<file path="config.mk">
export PLATFORM = sky130hd
export DESIGN_NAME = num_node_reader
export DESIGN_NICKNAME = d
export VERILOG_FILES = /design/src/rtl/gat_pkg.sv /design/src/rtl/num_node_prefetch_fifo.sv /design/src/rtl/num_node_reader.sv
export SDC_FILE = /design/constraint.sdc
export NUM_CORES = 1
export LEC_CHECK = 0
export CAP_MARGIN = 20
export CORE_MARGIN = 3
export CORE_UTILIZATION = 52
export DETAILED_ROUTE_END_ITERATION = 7
export GPL_ROUTABILITY_DRIVEN = 1
export PLACE_DENSITY = 0.85
export SLEW_MARGIN = 20
export SYNTH_ARGS = -nofsm -noshare
export SYNTH_HDL_FRONTEND = slang
export SYNTH_SLANG_ARGS = --single-unit
</file>
<file path="constraint.sdc">
create_clock -name clk -period 4.6 [get_ports clk]
set_clock_uncertainty 0.2 [all_clocks]
set_input_delay 0.46 -clock clk [delete_from_list [all_inputs] [get_ports clk]]
set_output_delay 0.46 -clock clk [all_outputs]
set_load 0.1 [all_outputs]
</file>
<file path="src/rtl/gat_pkg.sv">
`default_nettype none
//------------------------------------------------------------------------------
// Module   : gat_pkg
// Purpose  : Shared types and width helpers for the GAT num_node datapath.
//            - num_node_rd_state_e : reader pass state
//            - num_node_width()    : width of a per-subgraph node count
//            - num_node_addr_w()   : width of a num_node BRAM address
// Revision : 1.0 - initial release
//------------------------------------------------------------------------------
package gat_pkg;

  typedef enum logic [1:0] {
    IDLE  = 2'd0,
    FETCH = 2'd1,
    DRAIN = 2'd2,
    DONE  = 2'd3
  } num_node_rd_state_e;

  // Width of a node count for subgraphs holding up to max_nodes nodes.
  function automatic int num_node_width(input int max_nodes);
    return (max_nodes > 1) ? $clog2(max_nodes) : 1;
  endfunction

  // Address width of a BRAM holding num_subgraphs entries.
  function automatic int num_node_addr_w(input int num_subgraphs);
    return (num_subgraphs > 1) ? $clog2(num_subgraphs) : 1;
  endfunction

endpackage : gat_pkg
`default_nettype wire

</file>
<file path="src/rtl/num_node_prefetch_fifo.sv">
`default_nettype none
//------------------------------------------------------------------------------
// Module   : num_node_prefetch_fifo
// Purpose  : Small show-ahead FIFO. The head entry is visible on o_data
//            whenever o_empty is low; i_pop consumes it. Push and pop in the
//            same cycle leave the count unchanged. The writer side never
//            pushes when full (guaranteed by the caller's credit check).
// Ports    : clk, rst_n (async, active-low)
//            i_push, i_data  - write side
//            i_pop           - consume head (ignored when empty)
//            o_data, o_empty - head entry and empty flag
//            o_count         - current occupancy, 0..DEPTH
// Revision : 1.0 - initial release
//------------------------------------------------------------------------------
module num_node_prefetch_fifo #(
  parameter int WIDTH = 9,
  parameter int DEPTH = 4,
  localparam int PTR_W = (DEPTH > 1) ? $clog2(DEPTH) : 1,
  localparam int CNT_W = $clog2(DEPTH + 1)
) (
  input  logic             clk,
  input  logic             rst_n,
  input  logic             i_push,
  input  logic [WIDTH-1:0] i_data,
  input  logic             i_pop,
  output logic [WIDTH-1:0] o_data,
  output logic             o_empty,
  output logic [CNT_W-1:0] o_count
);

  logic [WIDTH-1:0] r_mem [DEPTH];
  logic [PTR_W-1:0] r_wptr;
  logic [PTR_W-1:0] r_rptr;
  logic [CNT_W-1:0] r_count;
  logic             w_pop;

  assign w_pop   = i_pop && !o_empty;
  assign o_empty = (r_count == '0);
  assign o_count = r_count;
  assign o_data  = r_mem[r_rptr];

  // DEPTH is a power of two, so the pointers wrap naturally.
  always_ff @(posedge clk or negedge rst_n) begin
    if (!rst_n) begin
      r_wptr  <= '0;
      r_rptr  <= '0;
      r_count <= '0;
    end else begin
      if (i_push) r_wptr <= r_wptr + PTR_W'(1);
      if (w_pop)  r_rptr <= r_rptr + PTR_W'(1);
      case ({i_push, w_pop})
        2'b10:   r_count <= r_count + CNT_W'(1);
        2'b01:   r_count <= r_count - CNT_W'(1);
        default: r_count <= r_count;
      endcase
    end
  end

  // Storage carries no reset; the empty flag qualifies the head.
  always_ff @(posedge clk) begin
    if (i_push) r_mem[r_wptr] <= i_data;
  end

endmodule : num_node_prefetch_fifo
`default_nettype wire

</file>
<file path="src/rtl/num_node_reader.sv">
`default_nettype none
//------------------------------------------------------------------------------
// Module   : num_node_reader
// Purpose  : Streams each subgraph's node count from the num_node BRAM, in
//            subgraph order, to the softmax/aggregator stage over valid/ready.
//            Reads never pass the writer's committed entry count, and BRAM
//            latency is hidden by a small prefetch FIFO.
// Ports    : clk, rst_n (async, active-low)
//            start_i              - pulse, begin a pass from address 0
//            wr_addr_i, wr_done_i - writer progress
//            num_node_bram_*      - BRAM port B (enb, addrb, doutb)
//            num_node_o/_vld_o/_rdy_i, last_o - output stream
//            busy_o, done_o       - pass status
// Options  : NUM_NODE_READER_PERF_EN adds perf_dn_stall_o / perf_wr_stall_o
//            (saturating 32-bit stall counters, cleared on accepted start).
// Revision : 1.0 - initial release
//------------------------------------------------------------------------------
module num_node_reader
  import gat_pkg::*;
#(
  parameter int NUM_SUBGRAPHS   = 2708,
  parameter int MAX_NODES       = 168,
  parameter int BRAM_LATENCY    = 2,
  parameter int FIFO_DEPTH      = 4,
  parameter int NUM_NODE_WIDTH  = num_node_width(MAX_NODES),
  parameter int NUM_NODE_ADDR_W = num_node_addr_w(NUM_SUBGRAPHS)
) (
  input  logic                       clk,
  input  logic                       rst_n,
  input  logic                       start_i,
  input  logic [NUM_NODE_ADDR_W-1:0] wr_addr_i,
  input  logic                       wr_done_i,
  output logic                       num_node_bram_enb,
  output logic [NUM_NODE_ADDR_W-1:0] num_node_bram_addrb,
  input  logic [NUM_NODE_WIDTH-1:0]  num_node_bram_doutb,
  output logic [NUM_NODE_WIDTH-1:0]  num_node_o,
  output logic                       num_node_vld_o,
  input  logic                       num_node_rdy_i,
  output logic                       last_o,
  output logic                       busy_o,
  output logic                       done_o
`ifdef NUM_NODE_READER_PERF_EN
  ,
  output logic [31:0]                perf_dn_stall_o,
  output logic [31:0]                perf_wr_stall_o
`endif
);

  // One extra bit so the read address can reach NUM_SUBGRAPHS without wrapping.
  localparam int RA_W  = NUM_NODE_ADDR_W + 1;
  localparam int CNT_W = $clog2(FIFO_DEPTH + 1);
  localparam int OCC_W = $clog2(FIFO_DEPTH + BRAM_LATENCY + 1) + 1;
  localparam logic [RA_W-1:0] c_NUM  = RA_W'(NUM_SUBGRAPHS);
  localparam logic [RA_W-1:0] c_LAST = RA_W'(NUM_SUBGRAPHS - 1);

  num_node_rd_state_e        r_state;
  logic [RA_W-1:0]           r_rd_addr;
  logic [BRAM_LATENCY-1:0]   r_vld_sr;
  logic [BRAM_LATENCY-1:0]   r_last_sr;
  logic                      r_busy;
  logic                      r_done;

  logic                      w_addr_ok;
  logic                      w_wr_ok;
  logic                      w_space;
  logic                      w_issue;
  logic                      w_issue_last;
  logic [OCC_W-1:0]          w_inflight;
  logic [CNT_W-1:0]          w_fifo_count;
  logic                      w_fifo_empty;
  logic [NUM_NODE_WIDTH:0]   w_fifo_head;
  logic                      w_vld;
  logic                      w_accept;

  //----------------------------------------------------------------------------
  // Read issue
  //----------------------------------------------------------------------------
  always_comb begin
    w_inflight = '0;
    for (int i = 0; i < BRAM_LATENCY; i++) begin
      w_inflight = w_inflight + OCC_W'(r_vld_sr[i]);
    end
  end

  assign w_addr_ok    = (r_rd_addr < c_NUM);
  assign w_wr_ok      = (r_rd_addr < {1'b0, wr_addr_i}) || wr_done_i;
  // Every read in flight already owns a FIFO slot, so the FIFO cannot overflow.
  assign w_space      = (w_inflight + OCC_W'(w_fifo_count)) < OCC_W'(FIFO_DEPTH);
  assign w_issue      = (r_state == FETCH) && w_addr_ok && w_wr_ok && w_space;
  assign w_issue_last = (r_rd_addr == c_LAST);

  assign num_node_bram_enb   = w_issue;
  assign num_node_bram_addrb = r_rd_addr[NUM_NODE_ADDR_W-1:0];

  //----------------------------------------------------------------------------
  // In-flight tracking: valid and last tag travel alongside the BRAM pipeline
  //----------------------------------------------------------------------------
  generate
    if (BRAM_LATENCY == 1) begin : g_lat_one
      always_ff @(posedge clk or negedge rst_n) begin
        if (!rst_n) begin
          r_vld_sr  <= '0;
          r_last_sr <= '0;
        end else begin
          r_vld_sr  <= w_issue;
          r_last_sr <= w_issue_last;
        end
      end
    end else begin : g_lat_multi
      always_ff @(posedge clk or negedge rst_n) begin
        if (!rst_n) begin
          r_vld_sr  <= '0;
          r_last_sr <= '0;
        end else begin
          r_vld_sr  <= {r_vld_sr[BRAM_LATENCY-2:0], w_issue};
          r_last_sr <= {r_last_sr[BRAM_LATENCY-2:0], w_issue_last};
        end
      end
    end
  endgenerate

  //----------------------------------------------------------------------------
  // Prefetch FIFO: {last, count}
  //----------------------------------------------------------------------------
  num_node_prefetch_fifo #(
    .WIDTH (NUM_NODE_WIDTH + 1),
    .DEPTH (FIFO_DEPTH)
  ) u_fifo (
    .clk     (clk),
    .rst_n   (rst_n),
    .i_push  (r_vld_sr[BRAM_LATENCY-1]),
    .i_data  ({r_last_sr[BRAM_LATENCY-1], num_node_bram_doutb}),
    .i_pop   (w_accept),
    .o_data  (w_fifo_head),
    .o_empty (w_fifo_empty),
    .o_count (w_fifo_count)
  );

  assign w_vld          = !w_fifo_empty;
  assign w_accept       = w_vld && num_node_rdy_i;
  assign num_node_vld_o = w_vld;
  assign num_node_o     = w_vld ? w_fifo_head[NUM_NODE_WIDTH-1:0] : '0;
  assign last_o         = w_vld && w_fifo_head[NUM_NODE_WIDTH];
  assign busy_o         = r_busy;
  assign done_o         = r_done;

  //----------------------------------------------------------------------------
  // Pass control
  //----------------------------------------------------------------------------
  always_ff @(posedge clk or negedge rst_n) begin
    if (!rst_n) begin
      r_state   <= IDLE;
      r_rd_addr <= '0;
      r_busy    <= 1'b0;
      r_done    <= 1'b0;
    end else begin
      case (r_state)
        IDLE: begin
          r_done <= 1'b0;
          if (start_i) begin
            r_state   <= FETCH;
            r_rd_addr <= '0;
            r_busy    <= 1'b1;
          end
        end
        FETCH: begin
          if (w_issue) begin
            r_rd_addr <= r_rd_addr + RA_W'(1);
            if (w_issue_last) r_state <= DRAIN;
          end
        end
        DRAIN: begin
          if (w_accept && last_o) begin
            r_state <= DONE;
            r_busy  <= 1'b0;
            r_done  <= 1'b1;
          end
        end
        DONE: begin
          r_state <= IDLE;
          r_done  <= 1'b0;
        end
        default: begin
          r_state <= IDLE;
          r_busy  <= 1'b0;
          r_done  <= 1'b0;
        end
      endcase
    end
  end

`ifdef NUM_NODE_READER_PERF_EN
  //----------------------------------------------------------------------------
  // Stall counters
  //----------------------------------------------------------------------------
  logic [31:0] r_perf_dn_stall;
  logic [31:0] r_perf_wr_stall;
  logic        w_start_acc;
  logic        w_wr_block;

  assign w_start_acc = (r_state == IDLE) && start_i;
  // Blocked by writer progress alone: every other issue condition holds.
  assign w_wr_block  = (r_state == FETCH) && w_addr_ok && w_space && !w_wr_ok;

  always_ff @(posedge clk or negedge rst_n) begin
    if (!rst_n) begin
      r_perf_dn_stall <= '0;
      r_perf_wr_stall <= '0;
    end else if (w_start_acc) begin
      r_perf_dn_stall <= '0;
      r_perf_wr_stall <= '0;
    end else begin
      if (w_vld && !num_node_rdy_i && (r_perf_dn_stall != '1))
        r_perf_dn_stall <= r_perf_dn_stall + 32'd1;
      if (w_wr_block && (r_perf_wr_stall != '1))
        r_perf_wr_stall <= r_perf_wr_stall + 32'd1;
    end
  end

  assign perf_dn_stall_o = r_perf_dn_stall;
  assign perf_wr_stall_o = r_perf_wr_stall;
`endif

endmodule : num_node_reader
`default_nettype wire

</file>
==> flow_metrics.env, run 1 <==
export IMPL_grt_pass1_wl_mm=10.88
export IMPL_ios=50
export IMPL_htree_levels=3
export IMPL_synth_mux_area_frac=0.06400
export IMPL_synth_xor_area_frac=0.01572
export IMPL_worstSetupPathType="reg2out"
export IMPL_setup_viol=0
export IMPL_peakVddDrop_mv=0.7994
export IMPL_r2r_start="r_rd_addr[4]$_DFFE_PN0P_"
export IMPL_postSynthAreaPerCell_um2=12.38
export IMPL_design_die_area_um2=7427
export IMPL_drive_gt1_frac=0.1191
export IMPL_r2r_end="r_state[0]$_DFFE_PN0P_"
export IMPL_die_w_um=86.18
export IMPL_antenna_found_initial=0
export IMPL_core_um2=6061
export IMPL_hp_class="reg2reg"
export IMPL_synth_async_sr_flop_share=0.4375
export IMPL_cts_root_buf="clkbuf_8"
export IMPL_first_iter_violations=110
export IMPL_min_delay_start="r_last_sr[0]$_DFF_PN0_"
export IMPL_detailed_place_hpwl_mm=4.672
export IMPL_fin_tns_setup_ns=0
export IMPL_fillers=439
export IMPL_hold_depth=0
export IMPL_gp_congestion=0.7868
export IMPL_synth_top_area_cell="edfxtp_1"
export IMPL_synth_simple_area_share=0.1138
export IMPL_ys_ff_latch=64
export IMPL_critPathArrivalTime_ns=2.83
export IMPL_p_per_area_nw_per_um2=703.6
export IMPL_rows=28
export IMPL_crit_slowest_cell="clkdlybuf4s50_1"
export IMPL_period_needed_ns=3.488
export IMPL_synth_edf_count=36
export IMPL_ys_seq_area_frac=0.5329
export IMPL_setup_ws_ns=1.112
export IMPL_status="completed"
export IMPL_path_max_fanout=11
export IMPL_yosysMostFrequentCell="edfxtp_1"
export IMPL_cts_hold_buffers=0
export IMPL_synth_top_family_by_area="compound AO/OA/AOI/OAI gates"
export IMPL_nets=362
export IMPL_tightest_slew_ns=0.9795
export IMPL_r2r_cells=7
export IMPL_wl_mm=6.479
export IMPL_final_cells=394
export IMPL_worstSetupEndpointType="primary output"
export IMPL_cts_buffers=9
export IMPL_critical_path_max_stage_delay_ns=0.99
export IMPL_maxSlewHeadroom=0.3450
export IMPL_synth_area_leaders="edfxtp_1 (32%), dfrtp_1 (21%), ha_1 (8.2%)"
export IMPL_cp_required_ns=3.94
export IMPL_synth_commonest_cells="edfxtp_1 (36), dfrtp_1 (28), inv_1 (24), ha_1 (22)"
export IMPL_pre_cts_ws_ns=1.216
export IMPL_path_clk_slew_ns=0.06
export IMPL_regToRegSetupSlack_ns=2.06
export IMPL_vias_per_cell=5.736
export IMPL_dp_cells=378
export IMPL_whs_endpoint="r_last_sr[1]$_DFF_PN0_"
export IMPL_rsz0062_at_grt="no"
export IMPL_numPortBuffers=49
export IMPL_yosysWarningCount=0
export IMPL_die_h_um=86.18
export IMPL_netlist_area_um2=3343
export IMPL_cts_buffer_depth=2
export IMPL_grt_ovfl_total=0
export IMPL_post_cts_buffers=0
export IMPL_fin_hold_ws_ns=0.1499
export IMPL_clock_fmax_mhz=286.7
export IMPL_grt_start_max_net_pins=29
export IMPL_yosysTopAreaCellShare=0.3234
export IMPL_final_max_slew_violation_count=0
export IMPL_syn_inst=270
export IMPL_drcViolationCount=0
export IMPL_hold_violations=0
export IMPL_insertedDiodeCount=0
export IMPL_power_mw=2.838
export IMPL_postRouteAntennaNets=0
export IMPL_first_pass_iters=4
export IMPL_cts_tree="done"
export IMPL_maxCapViolCount=0
export IMPL_syn_nets=318
export IMPL_synth_ff_type="edfxtp_1"
export IMPL_clock_sinks=64
export IMPL_synthAdderAreaFrac=0.08832
export IMPL_path_cells="mux4_2, nor2b_1, clkdlybuf4s50_1"
export IMPL_clock_latency_ns=0.34
export IMPL_start_kind="flip-flop"
export IMPL_yosys_cell_types_count=45
export IMPL_grt_use_total=0.1923
export IMPL_syn2layout_area_growth_pct=20.66
export IMPL_wl_per_cell_um=16.44
export IMPL_synth_compound_area_frac=0.1216
export IMPL_cts_repair_resized=0
export IMPL_p_leak_nw=1.642
export IMPL_vias=2260
export IMPL_fin_crit_sh=0.7583
export IMPL_grt_pass1_vias=2275
export IMPL_initial_core_util=0.5516
worst max-delay path by stage:
stage                                             from  slack, ns                end
after global placement                   wr_addr_i[10]       1.22  num_node_bram_enb
after detailed placement                 wr_addr_i[10]       1.22  num_node_bram_enb
after global routing      u_fifo.r_rptr[0]$_DFFE_PN0P_       0.95             last_o
final                     u_fifo.r_rptr[0]$_DFFE_PN0P_       1.11             last_o
after CTS                 u_fifo.r_rptr[0]$_DFFE_PN0P_       1.02             last_o
after floorplan                          wr_addr_i[10]       1.53  num_node_bram_enb
through the flow:
step	utilization	instance area, µm²
after global routing	0.6656	4034
after global placement	0.6299	3817
after CTS	0.6647	4029
after floorplan	-	3343
final	0.6656	4034
after detailed placement	0.6299	3817
layer usage:
metal  vias up  wire, µm  global-route usage
met3        11       322             0.03897
met1      1109      2837              0.2552
li1       1069         -                   -
met5         -         0                   0
met4         0       119             0.08499
met2        71      3200              0.3083
critical path, delay by kind of cell (launching register included):
kind | cells | cell delay [ns]
buffers and inverters | 1 | 0.99
flip-flops | 1 | 0.74
AND/OR/NAND/NOR | 1 | 0.15
multiplexers | 1 | 0.62
registers in the layout (all words and copies together), names as in the netlist:
signal	flops
u_fifo.r_mem	36
r_vld_sr	2
busy_o	1
r_state	2
u_fifo.r_wptr	2
r_last_sr	2
u_fifo.o_count	3
r_rd_addr	13
done_o	1
u_fifo.r_rptr	2
layout make-up:
cell class                 instances  area [µm²]  area share
inverter                          24       90.09     0.02233
sequential                        64        1782      0.4417
clock buffer                      10       127.6     0.03164
multi-input combinational        164        1354      0.3356
clock inverter                     6       83.83     0.02078
timing repair buffer              51       503.0      0.1247
tap                               75       93.84     0.02326
power by group:
group	leakage [nW]	total, mW	internal, mW	switching, mW
Sequential	0.681	0.891	0.750	0.141
Clock	0.0999	0.509	0.302	0.206
Combinational	0.861	1.44	0.419	1.02
Total	1.64	2.84	1.47	1.37
kinds of logic after synthesis:
logic type	after synthesis
simple gates	69
flops	64
compound gates	56
buf+inv	42
fa+ha+maj	23
mux	10
xor+xnor	6
cell usage in the layout, fill, tap and decap left out, drive strengths merged, types with 5 or more instances in the layout:
cell            n
o21ai          15
a211oi          5
nor2           15
and2            8
a41oi           6
nor3            7
nand2          12
clkdlybuf4s50  48
inv            24
a21oi           8
mux4            9
clkbuf         10
nor2b          11
edfxtp         36
nand3           5
ha             22
dfrtp          28
a31oi           8
Power figures use the tool's default switching activity.
==> run 2, diff against run 1 <==
==> constraint.sdc (replaced) <==
create_clock -name clk -period 3.62 [get_ports clk]
set_clock_uncertainty 0.2 [all_clocks]
set_input_delay 0.362 -clock clk [delete_from_list [all_inputs] [get_ports clk]]
set_output_delay 0.362 -clock clk [all_outputs]
set_load 0.1 [all_outputs]
==> run 2 against run 1 <==
  * First-iteration DRC count grew 17%
  * Worst setup slack got worse by 0.64 ns
  * Register-to-register slack worse by 1.0 ns
  * Sequential power increased by 26%
  * Cell count rose by 0.51%
  * Clock power rose by 20%
  * Via count grew 0.71%
  * Critical path depth is 3 higher
  * Sequential cell count stayed put
  * Combinational power grew 29%
  * Largest power group unchanged
==> flow_metrics.env, run 2 (synthesis results as in run 1) <==
export IMPL_cts_root_buf="clkbuf_8"
export IMPL_numPortBuffers=49
export IMPL_design_die_area_um2=7427
export IMPL_fin_crit_sh=0.8701
export IMPL_post_cts_buffers=0
export IMPL_period_needed_ns=3.150
export IMPL_clock_fmax_mhz=317.5
export IMPL_critPathArrivalTime_ns=2.59
export IMPL_grt_ovfl_total=0
export IMPL_rsz0062_at_grt="no"
export IMPL_worstSetupEndpointType="primary output"
export IMPL_ios=50
export IMPL_rows=28
export IMPL_wl_mm=6.433
export IMPL_final_max_slew_violation_count=0
export IMPL_vias_per_cell=5.747
export IMPL_path_clk_slew_ns=0.07
export IMPL_pre_cts_ws_ns=0.4961
export IMPL_fin_area_um2=4025
export IMPL_detailed_place_hpwl_mm=4.712
export IMPL_final_cell_mix="clkdlybuf4s50_1 (38), edfxtp_1 (36), dfrtp_1 (28)"
export IMPL_cpMostUsedCell="a21o_1"
export IMPL_setup_viol=0
export IMPL_insertedDiodeCount=0
export IMPL_nets=364
export IMPL_die_h_um=86.18
export IMPL_postRouteAntennaNets=0
export IMPL_grt_pass1_vias=2309
export IMPL_path_max_fanout=12
export IMPL_wl_per_cell_um=16.24
export IMPL_min_delay_start="r_last_sr[0]$_DFF_PN0_"
export IMPL_cp_required_ns=3.06
export IMPL_start_kind="flip-flop"
export IMPL_r2r_start="r_rd_addr[4]$_DFFE_PN0P_"
export IMPL_antenna_found_initial=0
export IMPL_r2r_cells=7
export IMPL_regToRegSetupSlack_ns=1.06
export IMPL_clock_latency_ns=0.34
export IMPL_peakVddDrop_mv=0.9231
export IMPL_critical_path_max_stage_delay_ns=0.49
export IMPL_first_iter_violations=129
export IMPL_critPathBufInv=1
export IMPL_dpl_cell_area_um2=3820
export IMPL_syn2layout_area_growth_pct=20.40
export IMPL_hold_depth=0
export IMPL_hp_class="reg2reg"
export IMPL_p_leak_nw=1.663
export IMPL_cts_buffer_depth=2
export IMPL_die_w_um=86.18
export IMPL_crit_slowest_cell="dfrtp_1"
export IMPL_dp_cells=380
export IMPL_grt_pass1_wl_mm=10.81
export IMPL_drcViolationCount=0
export IMPL_r2r_end="r_state[0]$_DFFE_PN0P_"
export IMPL_tightest_slew_ns=0.9936
export IMPL_initial_core_util=0.5516
export IMPL_post_route_util=0.6641
export IMPL_maxCapViolCount=0
export IMPL_crit_family="compound AO/OA/AOI/OAI gates"
export IMPL_cts_buffers=9
export IMPL_grt_use_total=0.1884
export IMPL_regArea_um2=1782
export IMPL_fin_tns_setup_ns=0
export IMPL_core_um2=6061
export IMPL_htree_levels=3
export IMPL_first_pass_iters=6
export IMPL_drive_gt1_frac=0.1589
export IMPL_cts_hold_buffers=0
export IMPL_vias=2276
export IMPL_multiInputGateArea_um2=1349
export IMPL_status="completed"
export IMPL_fillers=458
export IMPL_hold_violations=0
export IMPL_worstSetupPathType="reg2out"
export IMPL_cts_repair_resized=0
export IMPL_mostFrequentLayoutCell="clkdlybuf4s50_1"
export IMPL_path_cells="ha_1, a21o_1, a211oi_2, a21o_1, and2_1, buf_12"
export IMPL_cts_tree="done"
export IMPL_clock_sinks=64
export IMPL_largest_register="u_fifo.r_mem"
export IMPL_whs_endpoint="r_last_sr[1]$_DFF_PN0_"
export IMPL_largest_reg_flops=36
export IMPL_grt_start_max_net_pins=29
export IMPL_final_cells=396
export IMPL_p_per_area_nw_per_um2=890.0
export IMPL_gp_congestion=0.7767
export IMPL_maxSlewHeadroom=0.3356
export IMPL_setup_ws_ns=0.4702
## run 2: cell type report
cell class	count	area share
Sequential cell	64	0.4426
Multi-Input combinational cell	164	0.3351
Timing Repair Buffer	53	0.1256
Clock buffer	10	0.03419
Tap cell	75	0.02331
Inverter	24	0.02238
Clock inverter	6	0.01679
## run 2: routing by layer
| metal | GRT usage | routed length, µm | vias to the layer above |
|---|---|---|---|
| met3 | 0.04373 | 357 | 12 |
| li1 | - | - | 1069 |
| met4 | 0.06799 | 121 | 0 |
| met2 | 0.3196 | 3285 | 84 |
| met1 | 0.2374 | 2669 | 1111 |
| met5 | 0 | 0 | - |
## run 2: worst max path at each step
stage	from	to	slack, ns	cells after the start
2_1_floorplan	r_rd_addr[10]$_DFFE_PN0P_	num_node_bram_enb	0.71	6
5_1_grt	r_rd_addr[10]$_DFFE_PN0P_	num_node_bram_enb	0.33	6
6_report	r_rd_addr[10]$_DFFE_PN0P_	num_node_bram_enb	0.47	6
3_3_place_gp	wr_addr_i[10]	num_node_bram_enb	0.51	8
4_1_cts	r_rd_addr[10]$_DFFE_PN0P_	num_node_bram_enb	0.47	6
3_5_place_dp	wr_addr_i[10]	num_node_bram_enb	0.50	8
## run 2: stage by stage
step                      hold WS (ns)  total power, mW
after CTS                       0.1599            3.614
after global routing            0.1685            3.760
after floorplan                -0.1336            2.589
after global placement          0.1362            2.937
after detailed placement        0.1444            2.995
final                           0.1570            3.582
## run 2: power breakdown
group / switching (mW) / internal [mW] / leakage (nW) / total, mW
combinational: 1.33 / 0.530 / 0.883 / 1.86
sequential: 0.163 / 0.953 / 0.681 / 1.12
clock: 0.271 / 0.338 / 0.0989 / 0.610
## run 2: worst reg2reg max path: stages (launching register included)
cell and delay (ns):
dfrtp_1 0.48, ha_1 0.34, o21ai_0 0.11, a211oi_2 0.26, o2111ai_2 0.19, a21o_1 0.35
a41oi_1 0.38, a2bb2oi_1 0.12
==> run 3, diff against run 2 <==
--- a/config.mk
+++ b/config.mk
@@ -5,7 +5,6 @@
 export SDC_FILE = /design/constraint.sdc
 export NUM_CORES = 1
 export LEC_CHECK = 0
-export CAP_MARGIN = 20
 export CORE_MARGIN = 3
 export CORE_UTILIZATION = 52
 export DETAILED_ROUTE_END_ITERATION = 7
==> results of run 3 <==
Same layout as run 2: the final DEF is identical, and so are final timing and power.
